==> src/rtl/membridge_buf_pkg.sv <==
// Shared defaults and width helpers for the membridge data buffer and its FIFOs.
package membridge_buf_pkg;

    localparam int DATA_W_DEF     = 64;
    localparam int DEPTH_DEF      = 8;
    localparam int AFULL_MARGIN   = 2;

    // Level counters are one bit wider than the pointers so a full FIFO reads DEPTH.
    function automatic int lvl_w(input int depth);
        return $clog2(depth) + 1;
    endfunction

    function automatic int afull_th_def(input int depth);
        return depth - AFULL_MARGIN;
    endfunction

endpackage

==> src/rtl/membridge_sync_fifo.sv <==
// Single-clock first-word-fall-through FIFO with valid/ready ports,
// registered occupancy level and almost-full flag, plus a synchronous clear.
module membridge_sync_fifo
    import membridge_buf_pkg::*;
#(
    parameter int DATA_W   = DATA_W_DEF,
    parameter int DEPTH    = DEPTH_DEF,
    parameter int AFULL_TH = afull_th_def(DEPTH)
) (
    input  logic                    clk,
    input  logic                    srst,
    input  logic                    flush,
    input  logic                    in_valid,
    output logic                    in_ready,
    input  logic [DATA_W-1:0]       in_data,
    output logic                    out_valid,
    input  logic                    out_ready,
    output logic [DATA_W-1:0]       out_data,
    output logic [$clog2(DEPTH):0]  level,
    output logic                    afull
);

    localparam int PTR_W = $clog2(DEPTH);
    localparam int LVL_W = lvl_w(DEPTH);

    logic [PTR_W-1:0]  wr_ptr_reg;
    logic [PTR_W-1:0]  rd_ptr_reg;
    logic [LVL_W-1:0]  level_reg;
    logic [LVL_W-1:0]  level_next;
    logic              afull_reg;
    logic              push;
    logic              pop;
    logic [DATA_W-1:0] storage [DEPTH];

    // A flush cycle refuses the push so no beat is acknowledged and then discarded.
    assign in_ready  = (level_reg != LVL_W'(DEPTH)) && !flush;
    assign out_valid = (level_reg != '0);
    assign push      = in_valid && in_ready;
    assign pop       = out_valid && out_ready;

    assign out_data  = out_valid ? storage[rd_ptr_reg] : '0;
    assign level     = level_reg;
    assign afull     = afull_reg;

    always_comb begin
        level_next = level_reg;
        case ({push, pop})
            2'b10:   level_next = level_reg + LVL_W'(1);
            2'b01:   level_next = level_reg - LVL_W'(1);
            default: level_next = level_reg;
        endcase
    end

    always_ff @(posedge clk) begin
        if (srst || flush) begin
            wr_ptr_reg <= '0;
            rd_ptr_reg <= '0;
            level_reg  <= '0;
            afull_reg  <= 1'b0;
        end else begin
            if (push) begin
                wr_ptr_reg <= wr_ptr_reg + PTR_W'(1);
            end
            if (pop) begin
                rd_ptr_reg <= rd_ptr_reg + PTR_W'(1);
            end
            level_reg <= level_next;
            afull_reg <= (level_next >= LVL_W'(AFULL_TH));
        end
    end

    // Storage needs no reset: the head is masked to zero whenever the FIFO is empty.
    always_ff @(posedge clk) begin
        if (push) begin
            storage[wr_ptr_reg] <= in_data;
        end
    end

endmodule

==> src/rtl/membridge_data_buffer.sv <==
// Bidirectional membridge data buffer: host->memory write FIFO and memory->host read FIFO.
// Define MEMBRIDGE_BUF_FLUSH_EN to add a flush port that empties both FIFOs like sys_rst.
module membridge_data_buffer
    import membridge_buf_pkg::*;
#(
    parameter int DATA_W   = DATA_W_DEF,
    parameter int DEPTH    = DEPTH_DEF,
    parameter int AFULL_TH = afull_th_def(DEPTH)
) (
    input  logic                    sys_clk,
    input  logic                    sys_rst,
`ifdef MEMBRIDGE_BUF_FLUSH_EN
    input  logic                    flush,
`endif
    input  logic                    host_wr_valid,
    output logic                    host_wr_ready,
    input  logic [DATA_W-1:0]       host_wr_data,
    output logic                    mem_wr_valid,
    input  logic                    mem_wr_ready,
    output logic [DATA_W-1:0]       mem_wr_data,
    input  logic                    mem_rd_valid,
    output logic                    mem_rd_ready,
    input  logic [DATA_W-1:0]       mem_rd_data,
    output logic                    host_rd_valid,
    input  logic                    host_rd_ready,
    output logic [DATA_W-1:0]       host_rd_data,
    output logic [$clog2(DEPTH):0]  wr_level,
    output logic [$clog2(DEPTH):0]  rd_level,
    output logic                    wr_afull,
    output logic                    rd_afull
);

    logic clear_req;

`ifdef MEMBRIDGE_BUF_FLUSH_EN
    assign clear_req = flush;
`else
    assign clear_req = 1'b0;
`endif

    membridge_sync_fifo #(
        .DATA_W   (DATA_W),
        .DEPTH    (DEPTH),
        .AFULL_TH (AFULL_TH)
    ) u_wr_fifo (
        .clk       (sys_clk),
        .srst      (sys_rst),
        .flush     (clear_req),
        .in_valid  (host_wr_valid),
        .in_ready  (host_wr_ready),
        .in_data   (host_wr_data),
        .out_valid (mem_wr_valid),
        .out_ready (mem_wr_ready),
        .out_data  (mem_wr_data),
        .level     (wr_level),
        .afull     (wr_afull)
    );

    membridge_sync_fifo #(
        .DATA_W   (DATA_W),
        .DEPTH    (DEPTH),
        .AFULL_TH (AFULL_TH)
    ) u_rd_fifo (
        .clk       (sys_clk),
        .srst      (sys_rst),
        .flush     (clear_req),
        .in_valid  (mem_rd_valid),
        .in_ready  (mem_rd_ready),
        .in_data   (mem_rd_data),
        .out_valid (host_rd_valid),
        .out_ready (host_rd_ready),
        .out_data  (host_rd_data),
        .level     (rd_level),
        .afull     (rd_afull)
    );

endmodule

==> config.mk <==
export PLATFORM = sky130hd
export DESIGN_NAME = membridge_data_buffer
export DESIGN_NICKNAME = d
export VERILOG_FILES = /design/src/rtl/membridge_buf_pkg.sv /design/src/rtl/membridge_sync_fifo.sv /design/src/rtl/membridge_data_buffer.sv
export SDC_FILE = /design/constraint.sdc
export NUM_CORES = 1
export LEC_CHECK = 0
export BUFFER_PORTS_ARGS = -buffer_cell sky130_fd_sc_hd__clkbuf_2
export CAP_MARGIN = 20
export CELL_PAD_IN_SITES_DETAIL_PLACEMENT = 1
export CELL_PAD_IN_SITES_GLOBAL_PLACEMENT = 2
export CORE_AREA = 2 2 234 410
export CTS_CLUSTER_SIZE = 8
export DETAILED_ROUTE_END_ITERATION = 8
export DIE_AREA = 0 0 236 412
export GPL_TIMING_DRIVEN = 0
export PLACE_DENSITY_LB_ADDON = 0.1
export SLEW_MARGIN = 5
export SYNTH_ARGS = -nofsm -noshare
export SYNTH_HDL_FRONTEND = slang
export SYNTH_SLANG_ARGS = --single-unit
==> constraint.sdc <==
create_clock -name sys_clk -period 6.8 [get_ports sys_clk]
set_clock_uncertainty 0.05 [all_clocks]
set_input_delay 0.34 -clock sys_clk [delete_from_list [all_inputs] [get_ports sys_clk]]
set_output_delay 0.34 -clock sys_clk [all_outputs]
set_load 0.02 [all_outputs]
Yosys cells after proc, flatten, opt, wreduce, memory -nomap -nowiden
Memories as Yosys holds them, arrays and structs flattened. A register that Yosys moved wholly into a read port is not among the register bits.
Cells that the tools add are included.
{ "totals": {"regBits": 22, "out_inout_bits": 142, "n_memories": 2, "ram_bits": 1024} }
{ "memory_table": {"columns": ["name", "words", "word_bits", "rd", "rd_clocked_by_memory_dff", "wr", "line", "rtl"], "rows": [
  ["u_rd_fifo.storage", 8, 64, 1, 1, 1, "membridge_sync_fifo.sv:33", "logic [DATA_W-1:0] storage [DEPTH];"],
  ["u_wr_fifo.storage", 8, 64, 1, 1, 1, "membridge_sync_fifo.sv:33", null]
]} }
{ "op_classes": {"n_eq_ne": 6, "muxes": 12, "addsub": 8, "reduce_logical": 6, "order_cmp": 2} }
{ "op_table": {"columns": ["cell", "count"], "rows": [
  ["two-way mux 64 bit", 2],
  ["case mux 4 bit (2 select lines)", 2],
  ["adder 3 x 1 -> 3 bit (second input constant)", 4],
  ["two-way mux 3 bit", 4],
  ["adder 4 x 1 -> 4 bit (second input constant)", 2],
  [">= comparator 4 x 3 -> 1 bit (second input constant)", 2],
  ["inequality test 4 bit (second input constant)", 2],
  ["nonzero test 4 bit", 2],
  ["subtractor 4 x 1 -> 4 bit (second input constant)", 2],
  ["== test 2 x 1 -> 1 bit (second input constant)", 2],
  ["== test 2 bit (second input constant)", 2],
  ["logical AND 1 bit", 4],
  ["two-way mux 1 bit", 4]
]} }

Logic depth before layout (Yosys ltp)
Gate-level depths: netlist (run 1).
{ "logic_depth": {"depth_word": 5, "ltp_mapped": 11, "ltp_nobuf": 10} }

By module
Synthesis (run 1) repeated with hierarchy kept, for this count alone.
{ "hier_totals": {"hier_cells": 1787, "hier_area_um2": 40249.9} }
{ "by_module_without_submodules": {"columns": ["module", "seq_area_each_um2", "n_inst", "cells_per_inst", "area_each_um2"], "rows": [
  ["membridge_sync_fifo (u_rd_fifo)", 15655.0, 1, 893, 20145.6],
  ["membridge_sync_fifo (u_wr_fifo)", 15655.0, 1, 893, 20100.5],
  ["membridge_data_buffer", 0.0, 1, 1, 3.8]
]} }

Worst setup path after synthesis (run 1)
Ideal clock, no wire load.
{ "synth_timing": {"path_type": "register to register", "startpoint": "reg u_rd_fifo.level_reg[1], in the netlist u_rd_fifo.level[1]", "endpoint": "mem u_rd_fifo.storage[0][0] (netlist name), enable pin", "n_path_buf": 1, "required_time_ns": 6.106, "period_less_slack_ns": 7.727, "setup_time_ns": 0.644, "t_arrival_ns": 7.033, "slack_ns": -0.927, "stages_incl_launch_ff": 5, "path_cell_list": "dfxtp_1 -> or4b_1 -> buf_4 -> nand2_8 -> nor4_1"} }
{ "synth_between": {"elab_chain_cells": 4} }
{ "synth_rtl": {"columns": ["element", "line", "rtl"], "rows": [
  ["start: declaration", "membridge_sync_fifo.sv:28", "logic [LVL_W-1:0] level_reg;"],
  ["start signal: assignment", "membridge_sync_fifo.sv:67", "level_reg <= level_next;"],
  ["inequality test 4 bit", "membridge_sync_fifo.sv:36", "assign in_ready = (level_reg != LVL_W'(DEPTH)) && !flush;"],
  ["net mem_rd_ready", "membridge_data_buffer.sv:22", "output logic mem_rd_ready,"],
  ["logical AND 1 bit", "membridge_sync_fifo.sv:38", "assign push = in_valid && in_ready;"],
  ["two-way mux 1 bit", "membridge_sync_fifo.sv:74", "if (push) begin"],
  ["two-way mux 1 bit (not written as such)", "membridge_sync_fifo.sv:75", "storage[wr_ptr_reg] <= in_data;"],
  ["end: declaration", "membridge_sync_fifo.sv:33", null]
]} }
The timed path passes the listed nets, and every way through them passes these cells.

==> results of run 1 <==
==> what timing repair did <==
item / in CTS / in global routing
endpoints found under the setup margin: 0 / 0
hold buffers: 133 / 0
hold endpoints to repair: 1039 / 0
==> path summary, 6_finish.rpt <==
| check | from | to | slack, ns | cells past startpoint |
|---|---|---|---|---|
| worst max-delay path | flop | mem_wr_data[10] | 3.33 | 6 |
| worst min-delay path | host_wr_data[17] | u_wr_fifo.storage[5][17] | 0.37 | 2 |
| worst max register to register | u_wr_fifo.level[1] | u_wr_fifo.storage[0][28] | 3.37 | 11 |
| worst min register to register | u_wr_fifo.wr_ptr_reg[0] | u_wr_fifo.wr_ptr_reg[0] | 0.47 | 2 |
==> layout by cell type, fill, tap and decap left out, types with 3 or more instances in the layout <==
cell              n
buf_4            46
dfxtp_1          28
clkbuf_2        275
or2_2             4
clkbuf_1         42
clkinv_8          4
buf_1            24
nor2_1          144
inv_6             5
mux2i_1         134
ha_1             10
nand3_1           8
buf_2            21
nor3_2            6
a21oi_1           5
nor2_4            9
dlygate4sd3_1   133
xor2_1           10
clkbuf_16       155
edfxtp_1       1024
inv_1             3
nand2_1           7
buf_8            12
o21ai_0           3
buf_12           18
diode_2           3
nand2b_1          9
mux4_2          256
xnor2_1           3
buf_16            9
buf_6            34
==> kinds of logic (layout without fill, tap and decap cells) <==
family                   Yosys count  count (layout)  synth area share, %
AO/OA/AOI/OAI                     15              15                0.256
XOR/XNOR                          13              13                0.284
adder cells (fa/ha/maj)           10              10                0.312
buffers and inverters             95             784                 1.21
flip-flops                      1052            1052                 78.0
multiplexers                     390             390                 17.7
other                              0               3                    0
AND/OR/NAND/NOR                  204             204                 2.25
==> critical path, delay by kind of cell, from the launching register on <==
kind / cells / cell delay (ns)
mux: 2 / 0.41
flops: 1 / 0.32
buf+inv: 3 / 1.24
simple gates: 1 / 0.37
==> final cells by class <==
type | count | area, um2
clock inverter | 10 | 113
buffer | 91 | 469
timing repair buffer | 500 | 4020
antenna | 3 | 7.51
multi-input combinational | 632 | 8460
inverter | 4 | 15.0
sequential | 1052 | 31300
fill | 8251 | 43900
clock buffer | 179 | 3980
tap | 1208 | 1510
==> power by group <==
| part | internal (W) | total [W] | leakage [nW] | switching, W |
|---|---|---|---|---|
| logic | 0.00224 | 0.00557 | 4.87 | 0.00333 |
| clock network | 0.00404 | 0.00659 | 2.00 | 0.00255 |
| registers | 0.00755 | 0.00769 | 9.53 | 0.000134 |
| total | 0.0138 | 0.0198 | 16.4 | 0.00601 |
==> per-layer routing <==
layer	up-vias	GRT usage (%)	wire length, um
li1	8645	-	-
met1	10500	24.8	38600
met2	498	35.7	50300
met3	174	5.14	4870
met4	14	7.26	2690
met5	-	0	98
==> metrics by stage <==
stage,util (%),setup WS (ns)
final,53.2,3.33
after global routing,53.2,3.16
after CTS,53.2,3.14
after detailed placement,47.4,3.32
after global placement,45.9,-4.97
after floorplan,-,0.521
==> summary.md, run 1 <==
| Metric | Value |
|---|---|
| Status | complete, no violations |
| Leakage | 16.4 nW |
| Yosys warnings | 0 |
| # H-tree levels | 4 |
| Syn_nets | 1923 |
| Rows | 149 |
| Initial drt markers | 1149 |
| CTS tree | built |
| Initial antenna violation count | 10 |
| Post-route design area | around 50000 um2 |
| Hpwl dp | 63800 um |
| Peak fanout along the critical path | 10 |
| Vias per cell | 5.40 |
| Final nets | 2574 |
| Critical Path End Type | primary output |
| All-Layer GR Usage | 20.5% |
| Initial Util | 42.8% |
| Skew-Pair Late Insertion Delay | 0.73 ns |
| Fin crit share | 51.1% |
| Relative slew slack | 35.6% |
| First-pass GRT wire length | 145000 um |
| Startpoint types | flop |
| Die area | between 90000 and 100000 um2 |
| Final Hold Viols | 0 |
| Syn Inst Count | 1779 |
| PostCTS Resize Cnt | 0 |
| Synth async-reset ratio | 0% |
| Core footprint | 93800 um2 |
| Vias | 19900 |
| Placed cell area | 44500 um2 |
| Clock Path Buffers | 3 |
| Share of cells above drive strength 1 | 34.9% |
| Residual DRC | 0 |
| Vias in the first global route | 22600 |
| # setup viols final | 0 |
| Part of the Yosys area used for sequential elements | a little under 80% |
| Top cells by area, synth | edfxtp_1, mux4_2, mux2i_1 |
| Worst-margin pin slew | 0.967 ns |
| F_max | 288 MHz |
| Pwr Density | 398 nW/um2 |
| Drt pass-1 iters | 5 |
| Avg Inst Size Synth | roughly 23 um2 |
| Boundary Pins | 276 |
| Largest net degree at the start of global routing | 23 |
| Fin cells | 3679 |
| Clock Pin Slew Worst Setup and Hold Paths | about 0.05 ns |
| #FFs+latches synth | 1052 |
| Final Slew Violations | 0 |
| Crit-path slowest cell | clkbuf_1 |
| Hold Crit Class | input port to flop |
| RSZ-0062 raised after global routing | no |
| GPL Wtd Cong | 0.716 |
| Final WL | 96500 um |
| Post-Place Cells | 3354 |
| Largest registers | u_rd_fifo.storage: 512 flops, u_wr_fifo.storage: 512 flops |
| Crit path required time | around 6.4 ns |
| Max Cap Violations | 0 |
| Die X | 236 um |
| Setup tns final | 0 ns |
| Synth top cells by count | edfxtp_1, mux4_2, nor2_1, mux2i_1, dfxtp_1 |
| VDD IR max | about 0.00027 V |
| Synthesis-to-finish area growth | 24.3% |
| Total global routing overflow | 0 |
| Post-DR wirelength/cell | about 26 um |
| Final min period | around 3.5 ns |
| Critical path type | flop to primary output |
| Die height | 412 um |
| Post-route ant nets | 0 |
| Num CTS Buffers | roughly 150 |
| Critical path data arrival time | 3.08 ns |
| Most area-hungry cell type in the Yosys netlist | edfxtp_1 |
| # Post-CTS Setup Buffers | 0 |
| Share of the synthesized area in the top cell type | 76.6% |
| Number of port buffers | 275 |
| Prevailing post-synth register cell | edfxtp_1 |
| Count leader, synth | edfxtp_1 |
| CP max stage delay | 0.65 ns |
| Crit-path cells | buf_2 > clkbuf_1 > mux4_2 > mux2i_1 > nor2_1 > clkbuf_2 |
| Clock sink total | 1052 |
| Mapped Area | roughly 40000 um2 |
| Total power draw | 0.0198 W |
| WHS | 0.370 ns |
| Synth cell types | 37 |
| EDFF count, synth | 1024 |
| Clock root cell | clkbuf_16 |
Power figures use the tool's default switching activity.
==> run 2, diff against run 1 <==
--- a/config.mk
+++ b/config.mk
@@ -5,14 +5,15 @@
 export SDC_FILE = /design/constraint.sdc
 export NUM_CORES = 1
 export LEC_CHECK = 0
+export ABC_AREA = 1
 export BUFFER_PORTS_ARGS = -buffer_cell sky130_fd_sc_hd__clkbuf_2
 export CAP_MARGIN = 20
 export CELL_PAD_IN_SITES_DETAIL_PLACEMENT = 1
 export CELL_PAD_IN_SITES_GLOBAL_PLACEMENT = 2
-export CORE_AREA = 2 2 234 410
+export CORE_AREA = 2 2 241 421
 export CTS_CLUSTER_SIZE = 8
 export DETAILED_ROUTE_END_ITERATION = 8
-export DIE_AREA = 0 0 236 412
+export DIE_AREA = 0 0 243 423
 export GPL_TIMING_DRIVEN = 0
 export PLACE_DENSITY_LB_ADDON = 0.1
 export SLEW_MARGIN = 5
==> constraint.sdc (replaced) <==
create_clock -name sys_clk -period 3.3 [get_ports sys_clk]
set_clock_uncertainty 0.05 [all_clocks]
set_input_delay 0.165 -clock sys_clk [delete_from_list [all_inputs] [get_ports sys_clk]]
set_output_delay 0.165 -clock sys_clk [all_outputs]
set_load 0.02 [all_outputs]
==> run 2 against run 1 <==
Against the previous run: clock power increased by 110%; critical path type unchanged; synthesized cell count increased by 82%; worst hold slack got worse by 0.18 ns; first-iteration DRC count increased by 50%; global-route usage increased by 5.1 points; wire length increased by 37%; total power increased by 110%; design area increased by 2.1%; final cell count increased by 41%; area after synthesis increased by 3.2%.
==> summary.md, run 2 <==
| Metric | Value |
|---|---|
| Status | complete, no violations |
| Finished Core Util | 51.4% (-1.8 points) |
| First-pass GRT wire length | 195000 um (+34%) |
| Peak fanout along the critical path | 10 (unchanged) |
| Critical Path End Type | primary output |
| Synth top cells by count | edfxtp_1, nor2_1, o21ai_0, nand2_1 |
| Final nets | 3975 (+54%) |
| Crit-path slowest cell | dfxtp_2 |
| Hpwl dp | 88700 um (+39%) |
| Final WL | 132000 um (+37%) |
| Vias in the first global route | 31500 (+39%) |
| Reg-to-Reg End | u_wr_fifo.storage[6][32] |
| Register-to-Register Path Depth | 6 (-5) |
| Synthesis-to-finish area growth | 22.9% |
| Num CTS Buffers | 149 (unchanged) |
| Max Cap Violations | 0 (unchanged) |
| Count leader, synth | edfxtp_1 |
| All-Layer GR Usage | 25.6% (+5.1 points) |
| Syn Inst Count | 3231 (+82%) |
| Share of cells above drive strength 1 | 16.3% (-19 points) |
| Critical path data arrival time | 3.00 ns (-0.08 ns) |
| Met3 wire len | 5890 um (+21%) |
| Hold Crit Start | mem_rd_data[31] |
| Hold Path Stages | 2 (unchanged) |
| #FFs+latches synth | 1052 (unchanged) |
| Most area-hungry cell type in the Yosys netlist | edfxtp_1 |
| Cell mode on critical path | buf_4 |
| GPL Wtd Cong | 0.798 (+12%) |
| Number of port buffers | 275 (unchanged) |
| Part of the Yosys area used for sequential elements | 75.6% (-2.4 points) |
| Clock Pin Slew Worst Setup and Hold Paths | 0.05 ns (about the same) |
| Initial drt markers | 1721 (+50%) |
| Die height | 423 um (+2.7%) |
| Final Slew Violations | 0 (unchanged) |
| Top sig layer | met5 |
| Final min period | 3.21 ns |
| Crit-path cells | inv_2 > buf_4 > buf_4 > buf_4 > nor2_1 > o211ai_1 > nand2_1 > nor2_1 > clkbuf_2 |
| Initial antenna violation count | 4 (-6) |
| # setup viols final | 0 (unchanged) |
| Met1 wire length | 48100 um (+25%) |
| Total global routing overflow | 0 (unchanged) |
| Hold Path End | u_rd_fifo.storage[7][31] |
| Seq pwr share | 37.2% (-1.5 points) |
| Leading cell type in the layout, fill and taps excluded | edfxtp_1 |
| Relative slew slack | 37.0% (+1.4 points) |
| RSZ-0062 raised after global routing | yes |
| Avg Inst Size Synth | 12.8 um2 (-43%) |
| Largest registers | u_rd_fifo.storage: 512 flops, u_wr_fifo.storage: 512 flops |
| Rows | 153 (+2.7%) |
| Vias per cell | 5.47 (+1.3%) |
| Final Hold Viols | 0 (unchanged) |
| Clk network pwr share | 32.4% (-0.8 points) |
| F_max | 311 MHz |
| Die area | 103000 um2 (+5.7%) |
| Pwr Density | 834 nW/um2 (+110%) |
| Yosys warnings | 0 (unchanged) |
| Post-DR wirelength/cell | 25.5 um (-3.0%) |
| Clock sink total | 1052 (unchanged) |
| Worst setup margin | 0.0853 ns (-3.24 ns) |
| # Post-CTS Setup Buffers | 0 (unchanged) |
| # H-tree levels | 4 (unchanged) |
| R2r setup slk | 0.51 ns (-2.86 ns) |
| Leakage | 18.0 nW (+9.9%) |
| Core footprint | 99200 um2 (+5.7%) |
| Net Sw Frac | 35.5% (+5.3 points) |
| Synth async-reset ratio | 0% (unchanged) |
| Multi-input logic area | 9040 um2 (+6.8%) |
| Crit path required time | 3.08 ns (-3.33 ns) |
| CTS tree | built |
| Most frequent cells in the layout | edfxtp_1, nor2_1, o21ai_0, clkbuf_2, nand2_1 |
| Largest net degree at the start of global routing | 24 (+4.3%) |
| Vias | 28300 (+43%) |
| Skew-Pair Late Insertion Delay | 0.76 ns (+0.03 ns) |
| Top cells by area, synth | edfxtp_1, nor2_1, o21ai_0 |
| CP delay by family, top | buffers and inverters |
| Boundary Pins | 276 (unchanged) |
| Pint | 0.0274 W (+98%) |
| Die X | 243 um (+3.0%) |
| Syn_nets | 3375 (+76%) |
| Routed wl met2 | 73100 um (+45%) |
| Synth cell types | 28 (-24%) |
| Startpoint types | flop |
| Combinational Power Share | 30.5% (+2.4 points) |
| Filler cells | 10200 (+24%) |
| Mapped Area | 41400 um2 (+3.2%) |
| Switch Pwr | 0.0151 W (+150%) |
| Drt pass-1 iters | 5 (unchanged) |
| Fin crit share | between 90% and 100% |
| Hold Crit Class | input port to flop |
| CP max stage delay | 0.40 ns (-0.25 ns) |
| Share of the synthesized area in the top cell type | 74.2% (-2.4 points) |
| Clock root cell | clkbuf_16 |
| Sequential cell area | 31300 um2 (about the same) |
| Worst Path Buf+Inv | 5 (+2) |
| Prevailing post-synth register cell | edfxtp_1 |
| Critical path type | flop to primary output |
| DP Worst Slack | 0.302 ns (-3.01 ns) |
| Residual DRC | 0 (unchanged) |
| VDD IR max | 0.000566 V (+110%) |
| EDFF count, synth | 1024 (unchanged) |
| Initial Util | 41.8% (-1.0 points) |
| Reg-to-reg startpoint | u_wr_fifo.level[1] |
| Post-route ant nets | 0 (unchanged) |
| Worst-margin pin slew | 0.943 ns (-0.0234 ns) |
| Clock Path Buffers | 3 (unchanged) |
## run 2: logic make-up after synthesis
group,share of synthesized area (%)
buffers and inverters,2.99
AO/OA/AOI/OAI,10.8
adder cells (fa/ha/maj),0.302
XOR/XNOR,0.0846
flip-flops,75.6
AND/OR/NAND/NOR,10.3
## run 2: worst max path at each step
stage / start / endpoint / slack (ns) / cells after the start
after floorplan: u_wr_fifo.level[1] / u_wr_fifo.storage[0][0] / -0.97 / 4
after global placement: u_wr_fifo.level[1] / u_wr_fifo.storage[0][28] / -4.15 / 4
after detailed placement: flop / mem_wr_data[48] / 0.30 / 9
after CTS: flop / host_rd_data[3] / 0.01 / 9
after global routing: flop / host_rd_data[3] / -0.05 / 7
final: flop / mem_wr_data[43] / 0.09 / 9
## run 2: power groups by stage
stage          logic (W)  registers, W  clock network, W
2_1_floorplan    0.00720        0.0161                 0
3_5_place_dp      0.0128        0.0160                 0
4_1_cts           0.0130        0.0158            0.0140
6_report          0.0129        0.0158            0.0138
3_3_place_gp      0.0123        0.0161                 0
5_1_grt           0.0140        0.0158            0.0144
## run 2: cell type report
| type | count | area share, % |
|---|---|---|
| diodes | 2 | 0.00983 |
| plain buffers | 210 | 2.27 |
| clock buffers | 174 | 7.75 |
| clock inverters | 10 | 0.224 |
| inverters | 39 | 0.287 |
| multi-input cells | 1930 | 17.7 |
| flip-flops and latches | 1052 | 61.5 |
| well taps | 1317 | 3.23 |
| repair buffers | 449 | 7.00 |
## run 2: timing repair
| action | in CTS | in global routing |
|---|---|---|
| hold buffers | 133 | 0 |
| resized for setup | 39 | 33 |
| endpoints found under the setup margin | 69 | 28 |
| hold endpoints to repair | 1050 | 0 |
## run 2: metal layers
layer  vias up  global-route usage [%]
met1     14400                    27.2
met3       291                    4.96
met4         4                    10.7
li1      12900                       -
met5         -                       0
met2       769                    49.0
## run 2: stage by stage
stage          power, W  hold slack, ns  cells  cell area (um2)   TNS, ns
6_report         0.0425           0.187   5183            50900         0
4_1_cts          0.0429           0.127   5181            50900         0
3_3_place_gp     0.0284           0.382   4823            44500  -2126.11
2_1_floorplan    0.0233           0.214   3231            41500   -495.32
5_1_grt          0.0443           0.169   5183            50900   -0.0471
3_5_place_dp     0.0288           0.403   4864            45400         0
